## config.mk

```make
export PLATFORM = sky130hd
export DESIGN_NAME = param_sync_fifo
export DESIGN_NICKNAME = d
export VERILOG_FILES = /design/src/rtl/fifo_pkg.sv /design/src/rtl/fifo_ram.sv /design/src/rtl/param_sync_fifo.sv
export SDC_FILE = /design/constraint.sdc
export NUM_CORES = 1
export LEC_CHECK = 0
export ABC_AREA = 1
export CAP_MARGIN = 10
export CELL_PAD_IN_SITES_DETAIL_PLACEMENT = 1
export CELL_PAD_IN_SITES_GLOBAL_PLACEMENT = 1
export CORE_UTILIZATION = 48
export DETAILED_ROUTE_END_ITERATION = 6
export PLACE_DENSITY = 0.77
export SLEW_MARGIN = 20
export SYNTH_ARGS = -nofsm -noshare
export SYNTH_HDL_FRONTEND = slang
export SYNTH_SLANG_ARGS = --single-unit
```

## constraint.sdc

```tcl
create_clock -name CLK -period 3 [get_ports CLK]
set_input_delay 0.6 -clock CLK [delete_from_list [all_inputs] [get_ports CLK]]
set_output_delay 0.6 -clock CLK [all_outputs]
set_load 0.1 [all_outputs]
```

## src/rtl/fifo_pkg.sv

```systemverilog
// Shared constants and the address-width helper for the synchronous FIFO family.
package fifo_pkg;
  localparam int unsigned DEF_DATA_W = 8;
  localparam int unsigned DEF_DEPTH  = 16;

  // Smallest r with 2**r >= n; used to size RAM addresses.
  function automatic int unsigned fifo_log2(input int unsigned n);
    int unsigned r;
    r = 0;
    while ((32'd1 << r) < n) begin
      r = r + 1;
    end
    return r;
  endfunction
endpackage

```

## src/rtl/fifo_ram.sv

```systemverilog
// DATA_W x DEPTH storage: synchronous write, asynchronous read, contents never reset.
module fifo_ram #(
  parameter int unsigned DATA_W = 8,
  parameter int unsigned DEPTH  = 16,
  parameter int unsigned AW     = 4
) (
  input  logic              clk_i,
  input  logic              we_i,
  input  logic [AW-1:0]     waddr_i,
  input  logic [DATA_W-1:0] wdata_i,
  input  logic [AW-1:0]     raddr_i,
  output logic [DATA_W-1:0] rdata_o
);
  logic [DATA_W-1:0] mem_q [DEPTH];

  always_ff @(posedge clk_i) begin
    if (we_i) mem_q[waddr_i] <= wdata_i;
  end

  assign rdata_o = mem_q[raddr_i];
endmodule

```

## src/rtl/param_sync_fifo.sv

```systemverilog
// Single-clock FIFO with occupancy/threshold flags and overflow/underflow pulses.
// Define PARAM_SYNC_FIFO_FWFT_EN for first-word-fall-through output; default is a registered read port.
module param_sync_fifo
  import fifo_pkg::*;
#(
  parameter int unsigned DATA_W = DEF_DATA_W,
  parameter int unsigned DEPTH  = DEF_DEPTH,
  parameter int unsigned AF_LVL = DEPTH - 2,
  parameter int unsigned AE_LVL = 2,
  localparam int unsigned AW    = fifo_log2(DEPTH)
) (
  input  logic              CLK,
  input  logic              RST,
  input  logic              clear,
  input  logic              write,
  input  logic              read,
  input  logic [DATA_W-1:0] iData,
  output logic [DATA_W-1:0] oData,
  output logic              full,
  output logic              empty,
  output logic              almost_full,
  output logic              almost_empty,
  output logic [AW:0]       count,
  output logic              overflow,
  output logic              underflow
);
  localparam logic [AW:0] AF_C = (AW+1)'(AF_LVL);
  localparam logic [AW:0] AE_C = (AW+1)'(AE_LVL);

  logic [AW:0]       wp_q, wp_d, rp_q, rp_d;
  logic              ovf_q, ovf_d, unf_q, unf_d;
  logic              wr_acc, rd_acc, ram_we;
  logic [DATA_W-1:0] ram_rdata;

  // Pointers carry one extra wrap bit so full and empty are distinguishable.
  assign empty        = (wp_q == rp_q);
  assign full         = (wp_q[AW] != rp_q[AW]) && (wp_q[AW-1:0] == rp_q[AW-1:0]);
  assign count        = wp_q - rp_q;
  assign almost_full  = (count >= AF_C);
  assign almost_empty = (count <= AE_C);
  assign overflow     = ovf_q;
  assign underflow    = unf_q;

  assign wr_acc = write && !full;
  assign rd_acc = read && !empty;
  assign ram_we = wr_acc && !clear;

  always_comb begin
    wp_d  = wp_q + {{AW{1'b0}}, wr_acc};
    rp_d  = rp_q + {{AW{1'b0}}, rd_acc};
    ovf_d = write && full;
    unf_d = read && empty;
    if (clear) begin
      wp_d  = '0;
      rp_d  = '0;
      ovf_d = 1'b0;
      unf_d = 1'b0;
    end
  end

  always_ff @(posedge CLK or posedge RST) begin
    if (RST) begin
      wp_q  <= '0;
      rp_q  <= '0;
      ovf_q <= 1'b0;
      unf_q <= 1'b0;
    end else begin
      wp_q  <= wp_d;
      rp_q  <= rp_d;
      ovf_q <= ovf_d;
      unf_q <= unf_d;
    end
  end

  fifo_ram #(
    .DATA_W (DATA_W),
    .DEPTH  (DEPTH),
    .AW     (AW)
  ) u_ram (
    .clk_i   (CLK),
    .we_i    (ram_we),
    .waddr_i (wp_q[AW-1:0]),
    .wdata_i (iData),
    .raddr_i (rp_q[AW-1:0]),
    .rdata_o (ram_rdata)
  );

`ifdef PARAM_SYNC_FIFO_FWFT_EN
  assign oData = ram_rdata;
`else
  logic [DATA_W-1:0] odata_q, odata_d;

  always_comb begin
    odata_d = odata_q;
    if (clear)       odata_d = '0;
    else if (rd_acc) odata_d = ram_rdata;
  end

  always_ff @(posedge CLK or posedge RST) begin
    if (RST) odata_q <= '0;
    else     odata_q <= odata_d;
  end

  assign oData = odata_q;
`endif
endmodule
```

Word level (Yosys, flattened, before mapping)

Memories as Yosys holds them, arrays and structs flattened.
Cells that the tools add are included.

Output and inout port bits: 19
Register bits: 20
Memories: 1
Bits in writable memories: 128
Bits in read-only memories: 0
Bits in latches: 0
Word-level logic and storage cells: 32

Memory list:

| memory      | words | width | rd ports | clocked after Yosys merged registers in | write ports | line           | text |
|---|---|---|---|---|---|---|---|
| u_ram.mem_q | 16    | 8     | 1        | 0                                       | 1           | fifo_ram.sv:14 | `logic [DATA_W-1:0] mem_q [DEPTH];` |

Magnitude comparators: 2
Bitwise logic cells: 0
Reductions and logical operators: 10
Equal/unequal tests: 3
Multiply operators: 0
Add/sub/neg operators: 3
Divide/modulo/power cells: 0
Shift operators: 0
Multiplexer cells: 8

Operators by type and width:

| kind                                                                  | number |
|---|---|
| 8-bit two-way mux                                                     | 2 |
| 5-bit by 1-bit adder with 5-bit output                                | 2 |
| 5-bit two-way mux                                                     | 2 |
| 1-bit logical AND                                                     | 6 |
| 5-bit equality test                                                   | 1 |
| 5-bit by 4-bit >= comparator with 1-bit output, second input constant | 1 |
| 5-bit by 2-bit <= comparator with 1-bit output, second input constant | 1 |
| 5-bit subtractor                                                      | 1 |
| 4-bit equality test                                                   | 1 |
| 1-bit two-way mux                                                     | 4 |
| 1-bit zero test                                                       | 3 |
| 2-bit nonzero test                                                    | 1 |
| 1-bit inequality test                                                 | 1 |

Longest topological paths before layout

Depth after elaboration: 7
Mapped depth: 14
Mapped depth without buffers: 12

Cells and area by module

Synthesis repeated with hierarchy kept, for this count alone.

Cells, all modules: 686
Area total of the unflattened synthesis: 6,749.0 um2

By module, submodules not included:

| module          | seq. area each (um2) | cells an instance | instances | area each (um2) |
|---|---|---|---|---|
| fifo_ram        | 3,843.7              | 543               | 1         | 5,606.6 |
| param_sync_fifo | 500.5                | 143               | 1         | 1,142.3 |

Worst setup path after synthesis

No wires, ideal clock.

Kind: flip-flop to output port
Start: register rp_q[2]
End: output almost_empty
Arrival: 3.736 ns
Slack: -1.336 ns
Data required time: 2.400 ns
Stages on the path, launching flop included: 8
Path through: dfrtp_1 inv_2 buf_2 ha_1 a21oi_1 nand2_1 xor2_1 nor2_1

Cells in the longest elaborated chain, start to end: 2

Ends and longest elaborated chain:

| item                                           | line                  | text |
|---|---|---|
| start: declaration                             | param_sync_fifo.sv:30 | `logic [AW:0] wp_q, wp_d, rp_q, rp_d;` |
| start signal: assignment                       | param_sync_fifo.sv:69 | `rp_q <= rp_d;` |
| 5-bit subtractor                               | param_sync_fifo.sv:38 | `assign count = wp_q - rp_q;` |
| net count[3]                                   | param_sync_fifo.sv:23 | `output logic [AW:0] count,` |
| 5-bit by 2-bit <= comparator with 1-bit output | param_sync_fifo.sv:40 | `assign almost_empty = (count <= AE_C);` |
| end: declaration                               | param_sync_fifo.sv:22 | `output logic almost_empty,` |

The timed path passes the listed nets, and every way through them passes these cells.

Worst setup path after layout

Start: register wp_q[0]
End: output almost_empty

Cells in the longest elaborated chain, start to end: 2

Ends and longest elaborated chain:

| item                                           | line                  | text |
|---|---|---|
| start: declaration                             | param_sync_fifo.sv:30 |  |
| start signal: assignment                       | param_sync_fifo.sv:68 | `wp_q <= wp_d;` |
| 5-bit subtractor                               | param_sync_fifo.sv:38 |  |
| 5-bit by 2-bit <= comparator with 1-bit output | param_sync_fifo.sv:40 |  |

Every way passes these cells.

==> metrics <==
outcome completed; RSZ-0062 raised after global routing yes; DRT iter0 DRCs 359; Seq cells post-synth 148; Ys Warns 0; crit path launch type flop; clk sinks 148; clk_skew 6.06 ps; Mapped Nets 654; DR vias/cell 5.39; MaxCap Viol Count 0; CTS tree built; Pwr Density 762 mW/mm²; met3 usage 4.39%; antenna-violating nets left 0; FFs w/ async S/R, synth 13.5%; clk_lat worst skew 430 ps; first-pass GRT wire length 27700 µm; nature of the critical path endpoint output port; Area after DPL 0.00725 mm²; top_reg_cell synth edfxtp_1; TritonRoute pass-1 iters 4; met2 Track Usage GR 46.1%; hold path startpoint oData[3]; Post-synth EDFFs 128; IO Count 32; Crit path required time 2400 ps; clk buf depth 2; maximum vdd drop 0.000423 V; slew margin rel. 44.7%; Setup Viol. Count Final 0; final wirelength 17700 µm; busiest grt layer met2; Critical Path Fanout Max 3; worst r2r dst wp_q[4]; met1 usage 33.2%; post-synthesis cell count 632; cts hold-fix bufs 0; Peak Freq 338 MHz; crit path DAT 2360 ps; Synth top area share 58.8%; FF-to-FF path depth 10; H-tree levels 4; final design utilization 59.3%; Final WS setup 39.2 ps; final hold vios 0; final worst path period share 98.7%; drt wl/cell 20.3 µm; clk slew on worst S/H paths 60 ps; Antenna Cells 0; Critical R2R Launch rp_q[3]; register area share after synthesis 66.4%; fraction of layout cells with a size suffix above 1 14.5%; Pins Over Slew Limit 0; Die X 119 µm; Mean Syn Cell Area 10.3 µm²; min Tclk post-route 2960 ps; R2R Setup Slk 440 ps; NumNets Final 707; row cnt 42; Mapped Area 0.00654 mm²; Die Area 0.0141 mm²; Tot Pwr 5.99 mW; Worst Tran Pin Value 828 ps; dpl ws 409 ps; total grt overflow 0; cts bufs inserted 17; Crit. Startpoint wp_q[0]; initial antenna violation count 0; die height 119 µm; Endpoint, Worst Hold oData[3]; Clock Root Buffer clkbuf_16; design area 0.00786 mm²; quantity of I/O buffers inserted on ports 31; HPWL Detailed 11400 µm; initial cell density of the core 49.4%; Area Growth Syn to Fin 20.2%; max incr delay on CP 460 ps; DRC 0; vias after detailed routing 4705; CORE AREA 0.0132 mm²; GP Congestion 0.836; Cell variety after synth 30; Hold Path Class flop to flop; dominant cells by area after synthesis edfxtp_1 59%, nand2_1 11%, dfrtp_1 7.7%; Setup Crit Path Kind flop to output port; All-Layer GR Usage 27.1%; commonest non-fill, non-tap cell in the layout nand2_1; vias in the first global route 5101; Fill cells 1429; largest area contributor in the netlist edfxtp_1; hold path cells 2; commonest cells after routing, fill and taps aside 192 x nand2_1, 128 x edfxtp_1, 87 x inv_1, 87 x nand3_1, 38 x buf_4; critical-path cell list inv_2 -> ha_1 -> inv_1 -> fa_2 -> nand3_2 -> nand2_2 -> xnor2_2 -> nand2_1 -> nor2_4 -> buf_12; slowest CP cell fa_2; LEAKAGE 3.33 nW; largest net degree at the start of global routing 71
worst max-delay path, delay by kind of cell, from the launching register on:
| family | cells | cell delay, ps |
|---|---|---|
| simple gates | 4 | 380 |
| buf+inv | 3 | 350 |
| fa+ha+maj | 2 | 610 |
| xor+xnor | 1 | 160 |
| flops | 1 | 440 |
per-stage QoR:
stage / instances / hold slack [ps] / setup TNS (ps)
2_1_floorplan: 632 / 564 / -54.0
3_3_place_gp: 841 / 470 / 0
5_1_grt: 873 / 515 / -107
3_5_place_dp: 841 / 475 / 0
6_report: 873 / 485 / 0
4_1_cts: 872 / 491 / 0
cell families after synthesis:
group / Yosys count / synth area share, %
xor+xnor: 5 / 0.785
simple gates: 339 / 22.2
fa+ha+maj: 9 / 1.84
buf+inv: 117 / 7.52
compound gates: 14 / 1.22
flops: 148 / 66.4
flip-flops by register name, indices dropped and copies added (netlist names):
register     cells
oData            8
overflow         1
rp_q             5
wp_q             5
underflow        1
u_ram.mem_q    128
cell usage after synthesis (all sizes together), types with 3 or more instances:
| master | n |
|---|---|
| nand2 | 196 |
| edfxtp | 128 |
| inv | 92 |
| nand3 | 89 |
| nor2 | 42 |
| buf | 21 |
| dfrtp | 20 |
| ha | 8 |
| o21ai | 7 |
| nor3b | 5 |
| o211ai | 4 |
| a21oi | 3 |
| clkbuf | 3 |
| nor3 | 3 |
| xnor2 | 3 |
timing repair:
item                                    4_1_cts  5_1_grt
setup buffers                                 0        1
endpoints found under the setup margin        2        5
pin swaps                                     0        1
resized for setup                             1       10
cell type report:
class                           instances  area [µm²]  share of cell area [%]
Clock buffer                           17         425                    5.41
Clock inverter                         14         144                    1.83
Inverter                               93         353                    4.49
Multi-Input combinational cell        367        1800                    22.9
Sequential cell                       148        4350                    55.3
Tap cell                              176         220                    2.80
Timing Repair Buffer                   58         566                    7.20
metal layers:
metal  wire length [µm]  vias to the layer above  part of all wire [%]
met5                  0                        -                     0
met4                507                        0                   2.9
met3                753                       34                   4.3
met2               9370                      117                    53
met1               7070                     2385                    40
li1                   -                     2169                     -
worst max path at each step:
stage | to | slack (ps) | cells past startpoint
global placement | almost_empty | 480 | 10
finish | almost_empty | 40 | 10
detailed placement | rp_q[4] | 410 | 12
floorplan | wp_q[4] | -50 | 11
CTS | almost_empty | 5 | 8
global route | almost_empty | -60 | 9
where the power goes:
part           switching (mW)  leakage (nW)  internal (mW)  total (mW)
clock network           0.804         0.276           1.28        2.08
logic                    1.14          1.63          0.448        1.59
registers              0.0282          1.42           2.28        2.31
total                    1.98          3.33           4.01        5.99
No activity file was read; power rests on OpenSTA's default activity.
